`config.mk`:
```
export PLATFORM = sky130hd
export DESIGN_NAME = puf_eval_ctrl
export DESIGN_NICKNAME = d
export VERILOG_FILES = /design/src/rtl/puf_eval_ctrl.sv
export SDC_FILE = /design/constraint.sdc
export NUM_CORES = 1
export LEC_CHECK = 0
export BUFFER_PORTS_ARGS = -buffer_cell sky130_fd_sc_hd__clkbuf_2
export CAP_MARGIN = 20
export CORE_MARGIN = 5
export CORE_UTILIZATION = 48
export CTS_BUF_LIST = sky130_fd_sc_hd__clkbuf_16
export DETAILED_ROUTE_END_ITERATION = 7
export PLACE_DENSITY_LB_ADDON = 0.08
export SLEW_MARGIN = 20
export SYNTH_ARGS = -nofsm -noshare
export SYNTH_HDL_FRONTEND = slang
export SYNTH_SLANG_ARGS = --single-unit
```
`constraint.sdc`:
```
create_clock -name clk -period 5.3 [get_ports clk]
set_input_delay 0.795 -clock clk [delete_from_list [all_inputs] [get_ports clk]]
set_output_delay 0.795 -clock clk [all_outputs]
set_load 0.05 [all_outputs]
```
`src/rtl/puf_eval_ctrl.sv`:
```
// Arbiter-PUF evaluation sequencer: holds a challenge on the array, fires the
// start line NUM_EVAL times, majority-votes each response bit and returns the
// voted response together with a per-bit instability flag.

// Per-bit ones counter and majority vote for one arbiter instance.
module puf_eval_lane #(
  parameter int CNT_W    = 3,
  parameter int NUM_EVAL = 5
) (
  input  logic clk,
  input  logic rst,
  input  logic clr,
  input  logic acc,
  input  logic vote,
  input  logic smp,
  output logic vote_q,
  output logic unst_q
);
  localparam logic [CNT_W-1:0] HALF = CNT_W'(NUM_EVAL / 2);
  localparam logic [CNT_W-1:0] NE   = CNT_W'(NUM_EVAL);

  logic [CNT_W-1:0] ones;

  // Count ones across evaluations; resolve vote and disagreement in VOTE.
  always_ff @(posedge clk) begin
    if (rst) begin
      ones   <= '0;
      vote_q <= 1'b0;
      unst_q <= 1'b0;
    end else begin
      if (clr)      ones <= '0;
      else if (acc) ones <= ones + CNT_W'(smp);
      if (vote) begin
        vote_q <= (ones > HALF);
        unst_q <= (ones != '0) && (ones != NE);
      end
    end
  end
endmodule

module puf_eval_ctrl #(
  parameter int CW         = 64,
  parameter int RW         = 8,
  parameter int PRE_CYC    = 4,
  parameter int SETTLE_CYC = 16,
  parameter int NUM_EVAL   = 5
) (
  input  logic          clk,
  input  logic          rst,
  input  logic          req_valid,
  output logic          req_ready,
  input  logic [CW-1:0] req_chal,
  output logic          puf_s,
  output logic [CW-1:0] puf_c,
  input  logic [RW-1:0] puf_q,
  output logic          rsp_valid,
  input  logic          rsp_ready,
  output logic [RW-1:0] rsp_data,
  output logic [RW-1:0] rsp_unstable,
  output logic          busy
);
  localparam int CNT_W = $clog2(NUM_EVAL + 1);
  localparam int MAXC  = (PRE_CYC > SETTLE_CYC) ? PRE_CYC : SETTLE_CYC;
  localparam int TW    = $clog2(MAXC + 1);
  localparam logic [CNT_W-1:0] NE = CNT_W'(NUM_EVAL);

  typedef enum logic [2:0] {IDLE, PRE, FIRE, ACC, VOTE, RESP} state_t;

  state_t           state, state_nxt;
  logic [TW-1:0]    tmr;
  logic [CNT_W-1:0] eval_cnt;
  logic [CNT_W-1:0] eval_inc;
  logic [RW-1:0]    q_s1, q_s2, q_smp;
  logic             take;
  logic             last_fire;

  assign take      = (state == IDLE) && req_valid && req_ready;
  assign last_fire = (state == FIRE) && (tmr == '0);
  assign eval_inc  = eval_cnt + 1'b1;

  // State register.
  always_ff @(posedge clk) begin
    if (rst) state <= IDLE;
    else     state <= state_nxt;
  end

  // Next-state logic.
  always_comb begin
    state_nxt = state;
    case (state)
      IDLE:    if (take)          state_nxt = PRE;
      PRE:     if (tmr == '0)     state_nxt = FIRE;
      FIRE:    if (tmr == '0)     state_nxt = ACC;
      ACC:     state_nxt = (eval_inc == NE) ? VOTE : PRE;
      VOTE:    state_nxt = RESP;
      RESP:    if (rsp_ready)     state_nxt = IDLE;
      default: state_nxt = IDLE;
    endcase
  end

  // Phase timer reloads on every state entry so each re-evaluation gets a full low phase.
  always_ff @(posedge clk) begin
    if (rst) begin
      tmr <= '0;
    end else if (state_nxt != state) begin
      case (state_nxt)
        PRE:     tmr <= TW'(PRE_CYC - 1);
        FIRE:    tmr <= TW'(SETTLE_CYC - 1);
        default: tmr <= '0;
      endcase
    end else if (tmr != '0) begin
      tmr <= tmr - 1'b1;
    end
  end

  // puf_q is asynchronous: two-flop synchroniser, then sample on the last settle cycle.
  always_ff @(posedge clk) begin
    if (rst) begin
      q_s1  <= '0;
      q_s2  <= '0;
      q_smp <= '0;
    end else begin
      q_s1 <= puf_q;
      q_s2 <= q_s1;
      if (last_fire) q_smp <= q_s2;
    end
  end

  // Registered control outputs, challenge latch and evaluation counter.
  always_ff @(posedge clk) begin
    if (rst) begin
      puf_s     <= 1'b0;
      puf_c     <= '0;
      req_ready <= 1'b1;
      busy      <= 1'b0;
      rsp_valid <= 1'b0;
      eval_cnt  <= '0;
    end else begin
      puf_s     <= (state_nxt == FIRE) || (state_nxt == ACC);
      req_ready <= (state_nxt == IDLE);
      busy      <= (state_nxt != IDLE);
      rsp_valid <= (state_nxt == RESP);
      if (take) begin
        puf_c    <= req_chal;
        eval_cnt <= '0;
      end else if (state == ACC) begin
        eval_cnt <= eval_inc;
      end
    end
  end

  // One voter per arbiter instance.
  for (genvar i = 0; i < RW; i++) begin : g_lane
    puf_eval_lane #(.CNT_W(CNT_W), .NUM_EVAL(NUM_EVAL)) u_lane (
      .clk    (clk),
      .rst    (rst),
      .clr    (take),
      .acc    (state == ACC),
      .vote   (state == VOTE),
      .smp    (q_smp[i]),
      .vote_q (rsp_data[i]),
      .unst_q (rsp_unstable[i])
    );
  end
endmodule

```
==> results.txt <==
The TritonCTS buffer count came out at 17. The critical path starts at req_valid. The shortest period the worst path allows is 2.48 ns. The data arrival time of the critical path came out at 2.73 ns. The data required time at the worst endpoint came out at 5.54 ns. In this run, post-CTS hold repair placed 0 buffers. Net switching is roughly a third of the power. The cell family contributing the most delay on the critical path is simple AND/OR/NAND/NOR gates. The post-synthesis cell count is about 640. The routed wire length came out at between 10 and 15 mm. The vertical die dimension is 117 um. TritonCTS built the clock tree. The buffer levels on the longest clock path is 2. The die covers ~14000 um2. The worst setup timing slack at the placement stage came out at about 1.9 ns. The CTS sink count is ~140. The layout overhead on the synthesized area came out at 23.7%. The number of nets handed over by synthesis was between 700 and 800. After clock tree synthesis, the clock-pin slew on the worst setup and hold paths is ~0.060 ns.

The count of filler cells inserted in the layout is slightly above 1k. In this run, placement finished with an instance count of slightly below 900. The leakage power summed over all cells is approximately 0.0030 uW. The endpoint of the worst hold path is q_s2[4]$_SDFF_PP0_.

The worst setup path is captured at a flip-flop. The number of flip-flops and latches in the synthesized netlist is around 140. The share of total power in the clock network came out at ~36%. The first global-routing pass estimated 18.8 mm of wire.

The row count came out at 39. Routability-driven placement finished with a final weighted congestion of a little under 0.8. The wire length per cell is 13.0 um. The fraction of layout instances using a drive strength above 1 is about a quarter. The number of antenna-violating nets in the routed design is 0. In this run the critical register-to-register path is launched from state[2]$_SDFF_PP0_. Dividing the final minimum period by the clock period gives between 40% and 50%. The relative contribution of sequential cells to total power came out at roughly two fifths. In this run the power density over the cells is between 400 and 500 nW/um2. The commonest cells after synthesis are nand2_1, dfxtp_1, a21oi_1, nor2_1, clkbuf_1. The number of global-route vias before repair is between 4k and 5k.

Of the post-synthesis cell area, the dominant cell type holds 52.0%. In this run the worst hold path is classified as reg -> reg. The repair_antennas step left the layout with diodes totalling 0. The number of levels the H-tree was split into is 4. The switching power came out at 1160 uW. The initial core utilization is 48.6%. Measured against its own limit, the worst slew margin works out to about a third. The maximum clock frequency came out at between 0.4 and 0.5 GHz.

The estimated wirelength of the detail-placed design is between 8 and 9 mm. The post-CTS setup buffer count came out at 0. After synthesis, the cell types taking the most area are dfxtp_1, nand2_1, a21oi_1, ha_1, nor2_1. The netlist area before placement is around 5500 um2. Walking the worst path, the cells encountered are clkbuf_2 > nand2_1 > or4_4 > nand2b_1 > nor2_1. The post-route setup TNS came out at 0 ns.

The kind of start point of the critical path is an input port. The category of the critical setup timing path is in -> reg. The tree is rooted in a clkbuf_16. The number of buffers and inverters on the critical path is 1.

The fraction of registers with async set/reset is 0%. For the pin with the worst max-slew slack, the measured transition is 1.03 ns. The hold violation total from the final report was 0. The dominant cell type by area after synthesis is dfxtp_1. The overflow left after global routing is 0. The final setup violation count came out at 0. The worst reg-to-reg setup slack is about 2.8 ns. Setup repair after global routing left no endpoint under its margin. A synthesized cell averages 8.57 um2. The clock insertion delay at the later pin of the skew report is 0.41 ns. The total count of max-transition violations in the final report came to 0.

Counting cells, the worst reg-to-reg path comes to 3. Of the synthesized area, sequential elements account for between 50% and 60%. The total via count after detailed routing came out at ~4.5k. 160 I/O pins were placed. The utilization after layout is about 60%. The number of antenna violations at the first check in global routing is 0. The final setup skew is about 0.014 ns. The die boundary width came out at 117 um. Along the worst hold path, the cell count comes to 1. The flow ran to the end, and the final reports show no timing, DRC or antenna violations. The minimum setup slack in the final design came out at about 2.8 ns. The number of standard cells in the final layout excluding fillers came out at about 900. The largest individual stage delay along the critical path comes from the cell nand2b_1.

Entering global routing, the biggest net connects 80 pins. For this run, the detailed router's first-pass iteration total came to 4. The global-route usage over all layers is between 10% and 20%. The count of maximum capacitance violations is 0. The relative contribution of combinational cells to total power is between 20% and 30%.

The longest individual stage delay on the worst path came out at 0.85 ns. The startpoint identified for the worst hold timing path is q_s1[4]$_SDFF_PP0_. The most common flop cell mapped by yosys is dfxtp_1.

The largest driver fanout on the critical path is 65. The per-cell via count in the routed design came out at about 4.9. The worst register-to-register path ends at eval_cnt[0]$_SDFFE_PP0P_. The total DRC errors in the routed layout is 0. The total internal power is 2160 uW.

Yosys instantiated no cell more often than nand2_1. In this run, the number of DRC markers left after iteration 0 of detailed routing was 260. Once the clock tree was built, the resizer swapped 0 gates to a different size.

The floorplan core area is between 10000 and 15000 um2. The maximum vdd ir drop came out at approximately 0.26 mV. The warning count from the yosys run is 0. The number of port buffers came out at 159. The net count reported at finish came out at around 860. The number of flops mapped to enable cells by yosys is 0. The number of distinct library cells after synthesis is 35.
layout make-up:
class	instances	area (um2)	area share, %
Sequential cell	143	2860	42.1
Multi-Input combinational cell	437	2340	34.3
Timing Repair Buffer	161	813	11.9
Clock buffer	17	425	6.25
Tap cell	143	179	2.63
Clock inverter	15	171	2.52
Inverter	5	18.8	0.276
metal layers:
metal	share of wire [%]	global-route usage (%)	vias to the layer above	wire, um
met5	0	0	-	0
met1	46	22.3	2015	5510
met4	0.51	5.73	0	61
li1	-	-	2344	-
met2	46	27.3	124	5550
met3	7.4	5.86	6	890
layout by cell type, fill, tap and decap left out, types with 2 or more instances in the layout:
| cell | instances |
|---|---|
| nand2_1 | 175 |
| clkbuf_2 | 158 |
| dfxtp_1 | 143 |
| a21oi_1 | 84 |
| nor2_1 | 44 |
| nor3_1 | 28 |
| ha_1 | 20 |
| xor2_1 | 18 |
| nor2b_1 | 17 |
| clkbuf_16 | 17 |
| mux2i_1 | 11 |
| a211oi_1 | 9 |
| inv_1 | 6 |
| nand2b_1 | 4 |
| and2_1 | 4 |
| clkinvlp_4 | 4 |
| nor3_2 | 3 |
| xnor2_1 | 3 |
| clkinv_4 | 3 |
| bufinv_16 | 3 |
| buf_4 | 3 |
| o41ai_1 | 2 |
| clkinv_1 | 2 |
kinds of logic (layout without fill, tap and decap cells):
| kind of cell | Yosys count | count (layout) | share of synthesized area (%) |
|---|---|---|---|
| simple gates | 284 | 284 | 22.5 |
| flops | 143 | 143 | 52.0 |
| compound gates | 101 | 101 | 10.0 |
| buf+inv | 62 | 198 | 5.59 |
| xor+xnor | 21 | 21 | 3.34 |
| fa+ha+maj | 20 | 20 | 4.55 |
| mux | 11 | 11 | 2.00 |
power by group through the flow:
stage,logic [uW],registers [uW],clock network [uW]
finish,871,1270,1180
global route,952,1290,1260
detailed placement,878,1300,0
floorplan,407,1570,0
CTS,879,1270,1210
global placement,863,1290,0
per-stage QoR:
| stage | hold slack, ns | cell area [um2] | power [uW] |
|---|---|---|---|
| floorplan | 0.414 | 5500 | 1980 |
| global placement | 0.423 | 6210 | 2150 |
| detailed placement | 0.425 | 6210 | 2170 |
| CTS | 0.439 | 6810 | 3360 |
| global route | 0.454 | 6810 | 3500 |
| finish | 0.438 | 6810 | 3320 |
worst max-delay path by stage:
| stage | endpoint | cells past startpoint |
|---|---|---|
| floorplan | puf_c[10]$_SDFFE_PP0P_ | 6 |
| CTS | eval_cnt[0]$_SDFFE_PP0P_ | 5 |
| detailed placement | eval_cnt[0]$_SDFFE_PP0P_ | 5 |
| global route | g_lane[1].u_lane.ones[1]$_SDFFE_PP0P_ | 3 |
| finish | eval_cnt[0]$_SDFFE_PP0P_ | 5 |
| global placement | g_lane[2].u_lane.ones[2]$_SDFFE_PP0P_ | 5 |
flip-flops by register name, summed over array words and instances (netlist names):
| register | flops |
|---|---|
| puf_c | 64 |
| g_lane.u_lane.ones | 24 |
| g_lane.u_lane.unst_q | 8 |
| g_lane.u_lane.vote_q | 8 |
| q_s1 | 8 |
| q_s2 | 8 |
| q_smp | 8 |
| tmr | 5 |
| eval_cnt | 3 |
| state | 3 |
| busy | 1 |
| puf_s | 1 |
| req_ready | 1 |
| rsp_valid | 1 |
Power figures use the tool's default switching activity.
